### src/rtl/ins_fetch_seq_if.sv
// Fetch-side bundle: instruction-memory req/ack channel plus the decoded-field valid/ready channel.
// Carries the optional illegal flag when INS_FETCH_SEQ_ILLEGAL_CHECK_EN is defined.
interface ins_fetch_seq_if;
    logic        imem_req;
    logic [31:0] imem_addr;
    logic        imem_ack;
    logic [31:0] imem_rdata;
    logic        out_valid;
    logic        out_ready;
    logic [31:0] out_pc;
    logic [6:0]  opcode;
    logic [4:0]  rd;
    logic [2:0]  funct3;
    logic [4:0]  rs1;
    logic [4:0]  rs2;
    logic [6:0]  funct7;
`ifdef INS_FETCH_SEQ_ILLEGAL_CHECK_EN
    logic        illegal;

    modport master (
        output imem_req, imem_addr, out_valid, out_pc,
        output opcode, rd, funct3, rs1, rs2, funct7, illegal,
        input  imem_ack, imem_rdata, out_ready
    );

    modport slave (
        input  imem_req, imem_addr, out_valid, out_pc,
        input  opcode, rd, funct3, rs1, rs2, funct7, illegal,
        output imem_ack, imem_rdata, out_ready
    );
`else
    modport master (
        output imem_req, imem_addr, out_valid, out_pc,
        output opcode, rd, funct3, rs1, rs2, funct7,
        input  imem_ack, imem_rdata, out_ready
    );

    modport slave (
        input  imem_req, imem_addr, out_valid, out_pc,
        input  opcode, rd, funct3, rs1, rs2, funct7,
        output imem_ack, imem_rdata, out_ready
    );
`endif
endinterface

### src/rtl/ins_fetch_seq.sv
// RV32 instruction fetch sequencer: owns the PC, fetches over req/ack and presents decoded fields over valid/ready.
// Optional opcode legality check (halts after accept) is enabled by defining INS_FETCH_SEQ_ILLEGAL_CHECK_EN.
module ins_fetch_seq #(
    parameter logic [31:0] RESET_PC = 32'h0000_0000,
    parameter int unsigned TIMEOUT  = 16
) (
    input  logic                  clk,
    input  logic                  reset_n,
    input  logic                  start,
    input  logic                  halt,
    input  logic                  redirect_valid,
    input  logic [31:0]           redirect_pc,
    output logic                  busy,
    output logic                  err,
    ins_fetch_seq_if.master       bus
);

    typedef enum logic [1:0] {
        ST_IDLE = 2'd0,
        ST_REQ  = 2'd1,
        ST_OUT  = 2'd2
    } state_t;

    localparam logic [15:0] CNT_LAST = 16'(TIMEOUT - 1);

    state_t      state_r, state_s;
    logic [31:0] pc_r, pc_s;
    logic [15:0] cnt_r, cnt_s;
    logic        err_r, err_s;
    logic [31:0] instr_r;
    logic [31:0] out_pc_r;
    logic        load_s;
    logic        stop_s;
    logic [31:0] redir_pc_s;

`ifdef INS_FETCH_SEQ_ILLEGAL_CHECK_EN
    logic        illegal_r;

    function automatic logic opcode_illegal(input logic [6:0] op);
        logic bad;
        case (op)
            7'h33, 7'h13, 7'h03, 7'h23, 7'h63,
            7'h6F, 7'h67, 7'h37, 7'h17, 7'h73: bad = 1'b0;
            default:                           bad = 1'b1;
        endcase
        return bad;
    endfunction
`endif

    // Redirect targets are always word aligned.
    assign redir_pc_s = redirect_pc & 32'hFFFF_FFFC;

`ifdef INS_FETCH_SEQ_ILLEGAL_CHECK_EN
    assign stop_s = halt | illegal_r;
`else
    assign stop_s = halt;
`endif

    // Next-state, PC, timeout counter and error flag; redirect outranks ack and accept.
    always_comb begin
        state_s = state_r;
        pc_s    = pc_r;
        cnt_s   = cnt_r;
        err_s   = err_r;
        load_s  = 1'b0;
        case (state_r)
            ST_IDLE: begin
                if (redirect_valid) begin
                    pc_s = redir_pc_s;
                end else begin
                    pc_s = pc_r;
                end
                if (start) begin
                    state_s = ST_REQ;
                    err_s   = 1'b0;
                    cnt_s   = 16'd0;
                end else begin
                    state_s = ST_IDLE;
                end
            end
            ST_REQ: begin
                if (redirect_valid) begin
                    pc_s    = redir_pc_s;
                    cnt_s   = 16'd0;
                    state_s = ST_REQ;
                end else if (bus.imem_ack) begin
                    load_s  = 1'b1;
                    cnt_s   = 16'd0;
                    state_s = ST_OUT;
                end else if (cnt_r == CNT_LAST) begin
                    err_s   = 1'b1;
                    cnt_s   = 16'd0;
                    state_s = ST_IDLE;
                end else begin
                    cnt_s   = cnt_r + 16'd1;
                end
            end
            ST_OUT: begin
                if (redirect_valid) begin
                    pc_s    = redir_pc_s;
                    cnt_s   = 16'd0;
                    state_s = ST_REQ;
                end else if (bus.out_ready) begin
                    pc_s    = pc_r + 32'd4;
                    state_s = stop_s ? ST_IDLE : ST_REQ;
                end else begin
                    state_s = ST_OUT;
                end
            end
            default: begin
                state_s = ST_IDLE;
                cnt_s   = 16'd0;
            end
        endcase
    end

    // Control state, PC, counter and sticky error.
    always_ff @(posedge clk or negedge reset_n) begin
        if (!reset_n) begin
            state_r <= ST_IDLE;
            pc_r    <= RESET_PC;
            cnt_r   <= 16'd0;
            err_r   <= 1'b0;
        end else begin
            state_r <= state_s;
            pc_r    <= pc_s;
            cnt_r   <= cnt_s;
            err_r   <= err_s;
        end
    end

    // Instruction buffer and its PC, loaded only by an undisturbed ack.
    always_ff @(posedge clk or negedge reset_n) begin
        if (!reset_n) begin
            instr_r  <= 32'd0;
            out_pc_r <= 32'd0;
        end else if (load_s) begin
            instr_r  <= bus.imem_rdata;
            out_pc_r <= pc_r;
        end else begin
            instr_r  <= instr_r;
            out_pc_r <= out_pc_r;
        end
    end

`ifdef INS_FETCH_SEQ_ILLEGAL_CHECK_EN
    // Legality flag travels with the buffered word.
    always_ff @(posedge clk or negedge reset_n) begin
        if (!reset_n) begin
            illegal_r <= 1'b0;
        end else if (load_s) begin
            illegal_r <= opcode_illegal(bus.imem_rdata[6:0]);
        end else begin
            illegal_r <= illegal_r;
        end
    end

    assign bus.illegal = illegal_r;
`endif

    assign bus.imem_req  = (state_r == ST_REQ);
    assign bus.imem_addr = pc_r;
    assign bus.out_valid = (state_r == ST_OUT);
    assign bus.out_pc    = out_pc_r;
    assign bus.opcode    = instr_r[6:0];
    assign bus.rd        = instr_r[11:7];
    assign bus.funct3    = instr_r[14:12];
    assign bus.rs1       = instr_r[19:15];
    assign bus.rs2       = instr_r[24:20];
    assign bus.funct7    = instr_r[31:25];
    assign busy          = (state_r != ST_IDLE);
    assign err           = err_r;

endmodule

### src/flat_wrapper.sv
// flat-port wrapper written by rule: the top's interface ports become plain ports
module ins_fetch_seq_flat 
#(
    parameter logic [31:0] RESET_PC = 32'h0000_0000,
    parameter int unsigned TIMEOUT  = 16
)
  (clk, reset_n, start, halt, redirect_valid, redirect_pc, busy, err, bus_imem_req, bus_imem_addr, bus_out_valid, bus_out_pc, bus_opcode, bus_rd, bus_funct3, bus_rs1, bus_rs2, bus_funct7, bus_imem_ack, bus_imem_rdata, bus_out_ready);
  ins_fetch_seq_if bus_i ();
  input  logic clk;
  input  logic reset_n;
  input  logic start;
  input  logic halt;
  input  logic redirect_valid;
  input  logic [31:0] redirect_pc;
  output logic busy;
  output logic err;
  output wire logic [$bits(bus_i.imem_req)-1:0] bus_imem_req;
  output wire logic [$bits(bus_i.imem_addr)-1:0] bus_imem_addr;
  output wire logic [$bits(bus_i.out_valid)-1:0] bus_out_valid;
  output wire logic [$bits(bus_i.out_pc)-1:0] bus_out_pc;
  output wire logic [$bits(bus_i.opcode)-1:0] bus_opcode;
  output wire logic [$bits(bus_i.rd)-1:0] bus_rd;
  output wire logic [$bits(bus_i.funct3)-1:0] bus_funct3;
  output wire logic [$bits(bus_i.rs1)-1:0] bus_rs1;
  output wire logic [$bits(bus_i.rs2)-1:0] bus_rs2;
  output wire logic [$bits(bus_i.funct7)-1:0] bus_funct7;
  input wire logic [$bits(bus_i.imem_ack)-1:0] bus_imem_ack;
  input wire logic [$bits(bus_i.imem_rdata)-1:0] bus_imem_rdata;
  input wire logic [$bits(bus_i.out_ready)-1:0] bus_out_ready;
  assign bus_imem_req = bus_i.imem_req;
  assign bus_imem_addr = bus_i.imem_addr;
  assign bus_out_valid = bus_i.out_valid;
  assign bus_out_pc = bus_i.out_pc;
  assign bus_opcode = bus_i.opcode;
  assign bus_rd = bus_i.rd;
  assign bus_funct3 = bus_i.funct3;
  assign bus_rs1 = bus_i.rs1;
  assign bus_rs2 = bus_i.rs2;
  assign bus_funct7 = bus_i.funct7;
  assign bus_i.imem_ack = bus_imem_ack;
  assign bus_i.imem_rdata = bus_imem_rdata;
  assign bus_i.out_ready = bus_out_ready;
  ins_fetch_seq #(.RESET_PC(RESET_PC), .TIMEOUT(TIMEOUT)) u_core (.clk(clk), .reset_n(reset_n), .start(start), .halt(halt), .redirect_valid(redirect_valid), .redirect_pc(redirect_pc), .busy(busy), .err(err), .bus(bus_i));
endmodule
### config.mk
export PLATFORM = sky130hd
export DESIGN_NAME = ins_fetch_seq_flat
export DESIGN_NICKNAME = d
export VERILOG_FILES = /design/src/rtl/ins_fetch_seq_if.sv /design/src/rtl/ins_fetch_seq.sv /design/src/flat_wrapper.sv
export SDC_FILE = /design/constraint.sdc
export NUM_CORES = 1
export LEC_CHECK = 0
export CAP_MARGIN = 40
export CORE_ASPECT_RATIO = 1.75
export CORE_MARGIN = 3
export CORE_UTILIZATION = 34
export CTS_CLUSTER_SIZE = 14
export DETAILED_ROUTE_END_ITERATION = 10
export SLEW_MARGIN = 10
export SYNTH_ARGS = -nofsm -noshare
export SYNTH_HDL_FRONTEND = slang
export SYNTH_SLANG_ARGS = --single-unit
export TNS_END_PERCENT = 30
### constraint.sdc
create_clock -name clk -period 4.2 [get_ports clk]
set_clock_uncertainty 0.1 [all_clocks]
set_input_delay 0.84 -clock clk [delete_from_list [all_inputs] [get_ports clk]]
set_output_delay 0.84 -clock clk [all_outputs]
set_load 0.02 [all_outputs]
* Word-level counts from Yosys, hierarchy flattened
Cells that the tools add are included.
** Word-level totals
- Register bits :: 115
- Input bits :: 71
- Output and inout bits :: 100
- Logic and storage cells :: 53
** Operators by class
- $add $sub $neg :: 2
- Eq/ne operators :: 11
- Mux-type cells :: 26
- Reductions and logical operators :: 8
** Operators by type and width (count)
- $mux W32 :: 3
- $mux W16 :: 5
- $pmux W32 S2 :: 1
- $pmux W16 S3 :: 1
- $add A32 B3 Y32 const B :: 1
- $add A16 B1 Y16 const B :: 1
- $eq A16 B4 Y1 const B :: 1
- $mux W2 :: 5
- $mux W1 :: 9
- $ne A2 B2 Y1 const B :: 4
- $pmux W2 S3 :: 1
- $reduce_bool A2 Y1 :: 3
- $reduce_and A5 Y1 :: 1
- $ne A2 B1 Y1 const B :: 2
- $ne A4 B2 Y1 const B :: 1
- $ne A3 B2 Y1 const B :: 1
- $reduce_and A3 Y1 :: 1
- $eq A2 B1 Y1 const B :: 1
- $eq A2 B2 Y1 const B :: 1
- $logic_not A2 Y1 :: 1
- $pmux W1 S2 :: 1
- $reduce_and A2 Y1 :: 1
- $reduce_or A2 Y1 :: 1

* Logic depth before layout (Yosys ltp)
Gate-level depths: netlist (run 1).
- Depth in word-level cells :: 5
- Depth in mapped cells :: 8
- Mapped depth without buffers :: 6

* Worst setup path after synthesis (run 1)
Ideal clock, no wire load.
- Path kind :: input to register
- Start :: input redirect_valid
- End :: register u_core.cnt_r[12]
- Setup time :: 0.101 ns
- Arrival :: 2.020 ns
- Data required time :: 3.999 ns
- Slack :: 1.979 ns
- Stages :: 5
- Path buffers :: 1
- Path through :: buf_2 -> nor4b_4 -> nor2b_2 -> nor2_4 -> nor4_1
** Between the ends
- Longest elaborated chain between the ends :: 2
- Elaborated cells between the ends (all ways) :: 4
- Classes of those cells :: eq/ne: 1; mux: 2; reduce/logical: 1
** RTL lines
- from (decl) :: RTL line flat_wrapper.sv:13 : input logic redirect_valid;
- $mux W16 or $ne A2 B2 Y1 (tied branches)
- $pmux W16 S3 or $reduce_and A2 Y1 (tied branches)
- to (signal assigned) :: RTL line ins_fetch_seq.sv:127 : cnt_r <= cnt_s;
- to (decl) :: RTL line ins_fetch_seq.sv:28 : logic [15:0] cnt_r, cnt_s;
Several ways; a longest one is shown, not always the timed one.
A chain may end at the register's enable or synchronous reset.

* Worst setup path in the final report (run 1)
- Start :: input redirect_valid
- End :: register u_core.pc_r[31], in the netlist u_core.bus.imem_addr[31]
** Between the ends
- Longest elaborated chain between the ends :: 2
- Elaborated cells between the ends (all ways) :: 5
- Classes of those cells :: eq/ne: 2; mux: 2; reduce/logical: 1
** RTL lines
- $ne A3 B2 Y1 (no line) (tied with other cells)
- $reduce_and A3 Y1 (no line) or $pmux W32 S2 (tied branches)
- to (signal assigned) :: RTL line ins_fetch_seq.sv:126 : pc_r <= pc_s;
- to (decl) :: RTL line ins_fetch_seq.sv:27 : logic [31:0] pc_r, pc_s;
Several ways; a longest one is shown, not always the timed one.

==> results of run 1 <==
## flip-flops by register name, summed over array words and instances, names as in the netlist
signal,cells
u_core.state_r,2
u_core.instr_r,32
u_core.bus.out_pc,30
u_core.err,1
u_core.bus.imem_addr,30
u_core.cnt_r,16
## per-layer routing
layer / GRT usage / vias up / part of all wire
met5: 0 / - / 0
met4: 0.06489 / 0 / 0.021
met3: 0.03230 / 14 / 0.045
met2: 0.3290 / 109 / 0.55
met1: 0.2143 / 2228 / 0.38
li1: - / 2136 / -
## report_power, final
group	switching [mW]	internal [mW]	total (mW)
Sequential	0.333	1.46	1.79
Combinational	1.07	1.13	2.20
Clock	0.397	0.435	0.832
## layout by cell type (no fill, tap or decap), types with 5 or more instances in the layout
master	n
and3_1	7
nand3_1	26
or3_1	5
dfrtp_1	111
mux2i_1	6
o21ai_0	21
nand2_1	36
buf_4	9
nand4_1	12
clkdlybuf4s50_1	163
nor3_1	16
inv_1	7
a21oi_1	42
nor2_1	34
mux2_2	63
o22ai_1	9
xnor2_1	6
a31oi_1	5
clkbuf_16	9
o21ai_1	5
## cell families after synthesis
family / Yosys count
simple gates: 166
flops: 111
compound gates: 107
mux: 69
buf+inv: 40
xor+xnor: 7
fa+ha+maj: 2
other cells: 1
## worst max-delay path by stage
stage	startpoint	end	slack, ps	cells past startpoint
detailed placement	redirect_valid	u_core.bus.imem_addr[31]$_DFFE_PN0P_	920	6
floorplan	redirect_valid	u_core.cnt_r[12]$_DFFE_PN0P_	1980	5
CTS	redirect_valid	u_core.bus.imem_addr[31]$_DFFE_PN0P_	1290	6
global route	redirect_valid	u_core.bus.imem_addr[31]$_DFFE_PN0P_	1040	6
finish	redirect_valid	u_core.bus.imem_addr[31]$_DFFE_PN0P_	1290	6
global placement	redirect_valid	u_core.bus.imem_addr[31]$_DFFE_PN0P_	980	6
## through the flow
stage	util	total power [mW]	worst slack, ps	hold slack, ps
after global placement	0.4659	3.995	978.1	389.5
after global routing	0.4843	5.108	1043	415.1
after CTS	0.4841	4.893	1285	400.4
after detailed placement	0.4659	4.043	922.6	394.2
after floorplan	-	2.930	1979	365.7
final	0.4845	4.821	1287	380.5
## critical path: stages
cell,delay (ps)
clkdlybuf4s50_1,660
a21oi_1,310
a21o_1,640
nor2_1,180
a221oi_1,270
mux2i_1,120
## layout make-up
| type | instances | area share |
|---|---|---|
| clock inverters | 4 | 0.004008 |
| clock buffers | 11 | 0.03373 |
| inverters | 7 | 0.003507 |
| diodes | 2 | 0.0006680 |
| repair buffers | 173 | 0.2295 |
| multi-input cells | 355 | 0.3268 |
| flip-flops and latches | 111 | 0.3707 |
| well taps | 186 | 0.03106 |
==> out/results.tsv, run 1 <==
metric	value	unit
avgViaCountPerCell	5.285	
register_area	2778	um^2
place_area	7204	um^2
setup_viol	0	
cp-end-kind	register	
drive_above_1_share	0.1604	
netlist.area_leader.share	0.5139	
slew_violations	0	
std_cell_rows	60	
vias	4487	
max_freq	0.3433	GHz
synth_flop_cell	dfrtp_1	
grt_pass1_vias	4627	
worst_slew_pin_slew	797.2	ps
reg2reg_from	u_core.state_r[1]$_DFFE_PN0P_	
required	4310	ps
netlist_area	5405	um^2
dieArea	17510	um^2
die_y	172.8	um
synth_seq_cells	111	
ios	171	
synth_compound_area_frac	0.1208	
synth_top_family_by_area	simple AND/OR/NAND/NOR gates	
numCtsBuffers	9	
avgRoutedWirePerCell	18.28	um
synth_cell_types	57	
gp_congestion	0.8616	
cts.sinks	111	
worst_r2r_endpoint	u_core.bus.imem_addr[19]$_DFFE_PN0P_	
cts_setup_buffers	0	
synthTopCellsByCount	dfrtp_1, mux2_2, a21oi_1	
root_buffer	clkbuf_16	
nets	730	
ys_top_cells_by_area	dfrtp_1, mux2_2, a21oi_1	
place_hpwl	11500	um
cts_max_level	3	
holdCritPathClass	primary input to async pin	
synthSimpleGateAreaFrac	0.1685	
r2r_cells	5	
hold_viol	0	
nFillCells	1478	
peakVddDrop	0.0002594	V
outcome	finished clean	
p_per_area	643.5	nW/um^2
cts_hold_buf	0	
cts_resized	0	
synth_edf_count	0	
r2r_slack	1720	ps
final-instance-count-excl-fill	849	
synth_xor_area_frac	0.01134	
drt_iter0_markers	163	
netlist_instances	503	
cts_tree	done	
overflow	0	
route.detailed.drc	0	
antenna_found_initial	1	
area_delta_synth_final	38.61	%
maxCapViolCount	0	
critical_path_class	primary input to register	
arrival	3020	ps
rsz0062_at_grt	false	
clk_path_buf_depth	2	
final_area	7492	um^2
synth_seq_area_share	0.5139	
p_leak	2.923	nW
dr.pass1.iters	4	
slew_headroom	0.4685	
synthAdderAreaFrac	0.004630	
critPathLaunchType	primary input	
synth_top_area_cell	dfrtp_1	
routed_wl	15520	um
synth_mux_area_frac	0.1424	
fin_crit_sh	0.6935	
yosys_warnings	0	
clk_latency	340	ps
start_util	0.3495	
path_clk_slew	80	ps
dp.cells	832	
die_width	101.3	um
grt_max_degree	48	
cp_max_fo	23	
grt.total_usage	0.1836	
async_flop_share	1.000	
synth_most_common_cell	dfrtp_1	
multi_input_area	2449	um^2
post-route-min-period	2913	ps
io_buffers	164	
grt_pass1_wl	25450	um
core_area	15460	um^2
antenna_left	0	
synth.avg_cell_area	10.75	um^2
finalSetupTns	0	ps
Power figures use the tool's default switching activity.
==> run 2: changes to the inputs <==
==> constraint.sdc (replaced) <==
create_clock -name clk -period 3 [get_ports clk]
set_clock_uncertainty 0.1 [all_clocks]
set_input_delay 0.6 -clock clk [delete_from_list [all_inputs] [get_ports clk]]
set_output_delay 0.6 -clock clk [all_outputs]
set_load 0.02 [all_outputs]
==> run 2 against run 1 <==
Against the previous run:
- die area unchanged
- flip-flop and latch count unchanged
- register-to-register slack worse by 960 ps
- combinational power up 41%
- count of clock-buffer cells in the layout down 1
- hold slack worse by 270 ps
- largest power group unchanged
==> out/results.tsv, run 2 (synthesis results as in run 1) <==
metric	value	unit
cts_max_level	3	
antenna_found_initial	0	
final_area	7538	um^2
peakVddDrop	0.0003919	V
fin_util	0.4875	
layout_common_cells	clkdlybuf4s50_1, dfrtp_1, mux2_2	
root_buffer	clkbuf_16	
p_per_area	891.2	nW/um^2
cp_max_fo	13	
required	2300	ps
swShare	0.3752	
vias	4545	
dp.cells	839	
routed_wl	15710	um
ios	171	
start_util	0.3495	
arrival	1910	ps
setup_viol	0	
p_seq_frac	0.376	
hold_viol	0	
holdCritPathClass	primary input to async pin	
p_leak	2.945	nW
overflow	0	
avgViaCountPerCell	5.322	
cts.sinks	111	
place_hpwl	11650	um
register_area	2778	um^2
slew_violations	0	
numCtsBuffers	9	
route.detailed.drc	0	
grt_max_degree	64	
die_width	101.3	um
die_y	172.8	um
path_clk_slew	70	ps
std_cell_rows	60	
place_area	7282	um^2
largest_reg_flops	32	
combinationalPowerShare	0.463	
antenna_left	0	
multi_input_area	2449	um^2
cts_resized	0	
avgRoutedWirePerCell	18.39	um
drt_iter0_markers	226	
grt.total_usage	0.1842	
r2r_cells	4	
nets	737	
dieArea	17510	um^2
io_buffers	164	
intPower	4.198	mW
p_total	6.719	mW
max_freq	0.3831	GHz
final-instance-count-excl-fill	854	
cts_setup_buffers	0	
fin_crit_sh	0.8700	
worst_slew_pin_slew	565.4	ps
cp-end-kind	output port	
outcome	finished clean	
post-route-min-period	2610	ps
core_area	15460	um^2
p_switching	2.521	mW
rsz0062_at_grt	false	
finalSetupTns	0	ps
nFillCells	1465	
critPathLaunchType	register	
final_common_cell	clkdlybuf4s50_1	
drive_above_1_share	0.1664	
grt_pass1_wl	25600	um
clk_path_buf_depth	2	
gp_congestion	0.8142	
cts_hold_buf	0	
grt_pass1_vias	4793	
clk_latency	340	ps
maxCapViolCount	0	
clkPwrFrac	0.162	
dr.pass1.iters	4	
slew_headroom	0.6217	
area_delta_synth_final	39.47	%
top_register	u_core.instr_r	
critical_path_class	register to output port	
cts_tree	done	
-- run 2: cell count changes in the layout (fill, tap and decap cells not counted), sizes merged --
| cell | before | now |
|---|---|---|
| inv | 8 | 7 |
| clkinvlp | 1 | 2 |
| diode | 2 | 1 |
| clkbuf | 11 | 10 |
| buf | 10 | 17 |
-- run 2: metrics by stage --
stage | setup slack [ps] | hold slack [ps]
after global placement | 333.0 | 389.8
final | 389.9 | 106.1
after detailed placement | 278.9 | 391.6
after floorplan | 1019 | 204.4
after global routing | 251.7 | 136.5
after CTS | 375.6 | 123.9
-- run 2: layout make-up --
class | instances | area share
inverter | 7 | 0.003485
clock buffer | 10 | 0.03037
tap | 186 | 0.03087
timing repair buffer | 180 | 0.2383
antenna | 1 | 0.0003320
sequential | 111 | 0.3685
multi-input combinational | 355 | 0.3248
clock inverter | 4 | 0.003320
-- run 2: path summary, 6_finish.rpt --
kind	startpoint	endpoint	slack (ps)
max	u_core.state_r[1]$_DFFE_PN0P_	bus_out_valid	390
max reg2reg	u_core.state_r[0]$_DFFE_PN0P_	u_core.bus.out_pc[20]$_DFFE_PN0P_	760
min reg2reg	u_core.instr_r[4]$_DFFE_PN0P_	u_core.instr_r[4]$_DFFE_PN0P_	400
min in group clk	u_core.instr_r[4]$_DFFE_PN0P_	u_core.instr_r[4]$_DFFE_PN0P_	400
min	reset_n	u_core.cnt_r[0]$_DFFE_PN0P_	110
max in group asynchronous	reset_n	u_core.instr_r[17]$_DFFE_PN0P_	1920
-- run 2: layer usage --
metal  vias up  track usage  wire (um)
met5         -            0          0
met4         0      0.06600        323
met3        18      0.03028        756
met2       143       0.3393       8766
met1      2236       0.2072       5863
li1       2148            -          -
-- run 2: worst max-delay path: stages, from the launching register on --
cell and delay [ps]:
dfrtp_1 620, nor2b_1 300, clkdlybuf4s50_1 660
-- run 2: power by group through the flow --
stage               Clock (mW)  Combinational (mW)  Sequential (mW)
finish                    1.09                3.11             2.52
global route              1.19                3.30             2.62
CTS                       1.13                3.15             2.53
detailed placement           0                3.14             2.55
global placement             0                3.10             2.52
floorplan                    0                1.00             3.10
==> run 3: changes to the inputs <==
--- a/config.mk
+++ b/config.mk
@@ -5,12 +5,14 @@
 export SDC_FILE = /design/constraint.sdc
 export NUM_CORES = 1
 export LEC_CHECK = 0
+export ABC_AREA = 1
 export CAP_MARGIN = 40
 export CORE_ASPECT_RATIO = 1.75
 export CORE_MARGIN = 3
 export CORE_UTILIZATION = 34
 export CTS_CLUSTER_SIZE = 14
 export DETAILED_ROUTE_END_ITERATION = 10
+export GPL_ROUTABILITY_DRIVEN = 0
 export SLEW_MARGIN = 10
 export SYNTH_ARGS = -nofsm -noshare
 export SYNTH_HDL_FRONTEND = slang
==> run 3 against run 2 <==
Against the previous run:
- register-to-register slack better by 140 ps
- synthesized cell count is 45% higher
- clock power is 10% higher
- hold slack better by 65 ps
- combinational power is 1% higher
- first-iteration DRC count is 6.2% lower
- sequential share of layout area is 2.1 points lower
- via count is 16% higher
- critical endpoint is now bus_imem_req
- largest power group unchanged
- highest routed layer unchanged
==> out/results.tsv, run 3 <==
metric	value	unit
cp-end-kind	output port	
place_area	7714	um^2
ios	171	
grt_max_degree	57	
cp_num_buf_inv	1	
grt_pass1_wl	27160	um
finalSetupTns	0	ps
yosys_warnings	0	
reg2reg_from	u_core.bus.imem_addr[2]$_DFFE_PN0P_	
post-route-min-period	2385	ps
cts_tree	done	
slew_headroom	0.5621	
max_freq	0.4192	GHz
critPathSlowestCell	clkdlybuf4s50_1	
grt_pass1_vias	5233	
top_layer_used	met4	
critical_path_class	register to output port	
core_area	16600	um^2
cts_setup_buffers	0	
netlist_area	5801	um^2
async_flop_share	1.000	
avgViaCountPerCell	4.728	
wl_met3	661	um
synth_flop_cell	dfrtp_1	
overflow	0	
holdCritPathClass	primary input to async pin	
whs	171.4	ps
cts_max_level	3	
avgRoutedWirePerCell	15.52	um
critPathLaunchType	register	
drt_iter0_markers	212	
clk_latency	350	ps
largest_reg_flops	32	
area_delta_synth_final	37.99	%
die_width	104.7	um
r2r_slack	900	ps
worst_r2r_endpoint	u_core.bus.imem_addr[28]$_DFFE_PN0P_	
routed_wl	17320	um
rsz0062_at_grt	false	
outcome	finished clean	
start_util	0.3494	
cp_cell_sequence	nor2_4 -> clkdlybuf4s50_1	
cp_max_fo	6	
final_area	8004	um^2
nets	960	
setup_viol	0	
place_hpwl	13250	um
required	2300	ps
cts_hold_buf	0	
fin_crit_sh	0.7951	
dr_wl_met2	9619	um
io_buffers	164	
peakVddDrop	0.0003264	V
p_leak	3.515	nW
route.detailed.drc	0	
synth_seq_cells	111	
vias	5276	
p_per_area	850.6	nW/um^2
synthTopCellsByCount	nand2_1, dfrtp_1, nor2_1	
top_register	u_core.instr_r	
synth_edf_count	0	
hold_viol	0	
synth.avg_cell_area	7.979	um^2
cp.depth	2	
synth_seq_area_share	0.4789	
netlist_instances	727	
cts_resized	0	
antenna_left	0	
cp_top_family	buffers and inverters	
synth_cell_types	30	
r2r_cells	10	
arrival	1690	ps
antenna_found_initial	0	
grt.total_usage	0.1835	
dr.pass1.iters	5	
worst_slew_pin_slew	656.8	ps
clk_path_buf_depth	2	
slew_violations	0	
final_common_cell	nand2_1	
std_cell_rows	62	
slowest_delay	650	ps
layout_common_cells	nand2_1, clkdlybuf4s50_1, dfrtp_1	
numCtsBuffers	9	
crit_end	bus_imem_req	
path_clk_slew	80	ps
synth_top_area_cell	dfrtp_1	
diodes	0	
cp-startpoint	u_core.state_r[1]$_DFFE_PN0P_	
synth_most_common_cell	nand2_1	
routedLengthMet1	6736	um
die_y	178.8	um
dieArea	18730	um^2
root_buffer	clkbuf_16	
netlist.area_leader.share	0.4789	
drive_above_1_share	0.09305	
p_total	6.808	mW
maxCapViolCount	0	
cts.sinks	111	
ys_top_cells_by_area	dfrtp_1, nand2_1, mux2_2	
==> run 3: cell type report <==
type | instances | area [um^2]
Clock inverter | 6 | 51.30
Multi-Input combinational cell | 520 | 2609
Sequential cell | 111 | 2778
Tap cell | 224 | 280.3
Inverter | 70 | 262.8
Fill cell | 1696 | 8597
Clock buffer | 10 | 239.0
Timing Repair Buffer | 175 | 1784
==> run 3: worst reg2reg max path, cell delays in order (launching register included) <==
cell     delay, ps
dfrtp_1        440
ha_1           280
nand2_1         90
nor2_2         280
nand2_1        200
nor2_1         270
nand2_1        100
nand2_1         70
nand3_1         60
nand2_1         70
nand2_1         40
==> run 3: how the worst min path moves through the flow <==
stage	endpoint	slack [ps]
floorplan	u_core.bus.imem_addr[10]$_DFFE_PN0P_	200
global placement	u_core.bus.out_pc[30]$_DFFE_PN0P_	370
detailed placement	u_core.bus.out_pc[3]$_DFFE_PN0P_	370
CTS	u_core.instr_r[16]$_DFFE_PN0P_	190
global route	u_core.instr_r[16]$_DFFE_PN0P_	210
finish	u_core.instr_r[16]$_DFFE_PN0P_	170
==> run 3: cell families after synthesis <==
| family | after synthesis | share of synthesized area |
|---|---|---|
| other | 1 | 0.0006465 |
| adders and majority gates | 2 | 0.004313 |
| xor gates and xnor gates | 7 | 0.01057 |
| buffers and inverters | 99 | 0.07463 |
| DFF | 111 | 0.4789 |
| AOI/OAI and AO/OA | 89 | 0.08671 |
| and+or+nand+nor | 383 | 0.2763 |
| muxes | 35 | 0.06795 |
==> run 3: per-stage QoR <==
step | instances | util | setup WS (ps)
after CTS | 1116 | 0.4821 | 581.4
after global placement | 1100 | 0.4647 | 615.8
after detailed placement | 1100 | 0.4647 | 596.4
after floorplan | 730 | - | 1252
final | 1116 | 0.4821 | 614.7
after global routing | 1116 | 0.4821 | 562.1
==> run 3: where the power goes <==
part           switching, mW  internal [mW]  leakage (nW)
sequential             0.415           2.03          1.37
combinational           1.67           1.49          2.00
clock                  0.602          0.601         0.140
==> run 3: layer usage <==
metal | global-route usage | vias to the layer above
li1 | - | 2644
met1 | 0.1996 | 2486
met2 | 0.3641 | 131
met3 | 0.02414 | 15
met4 | 0.05473 | 0
met5 | 0 | -
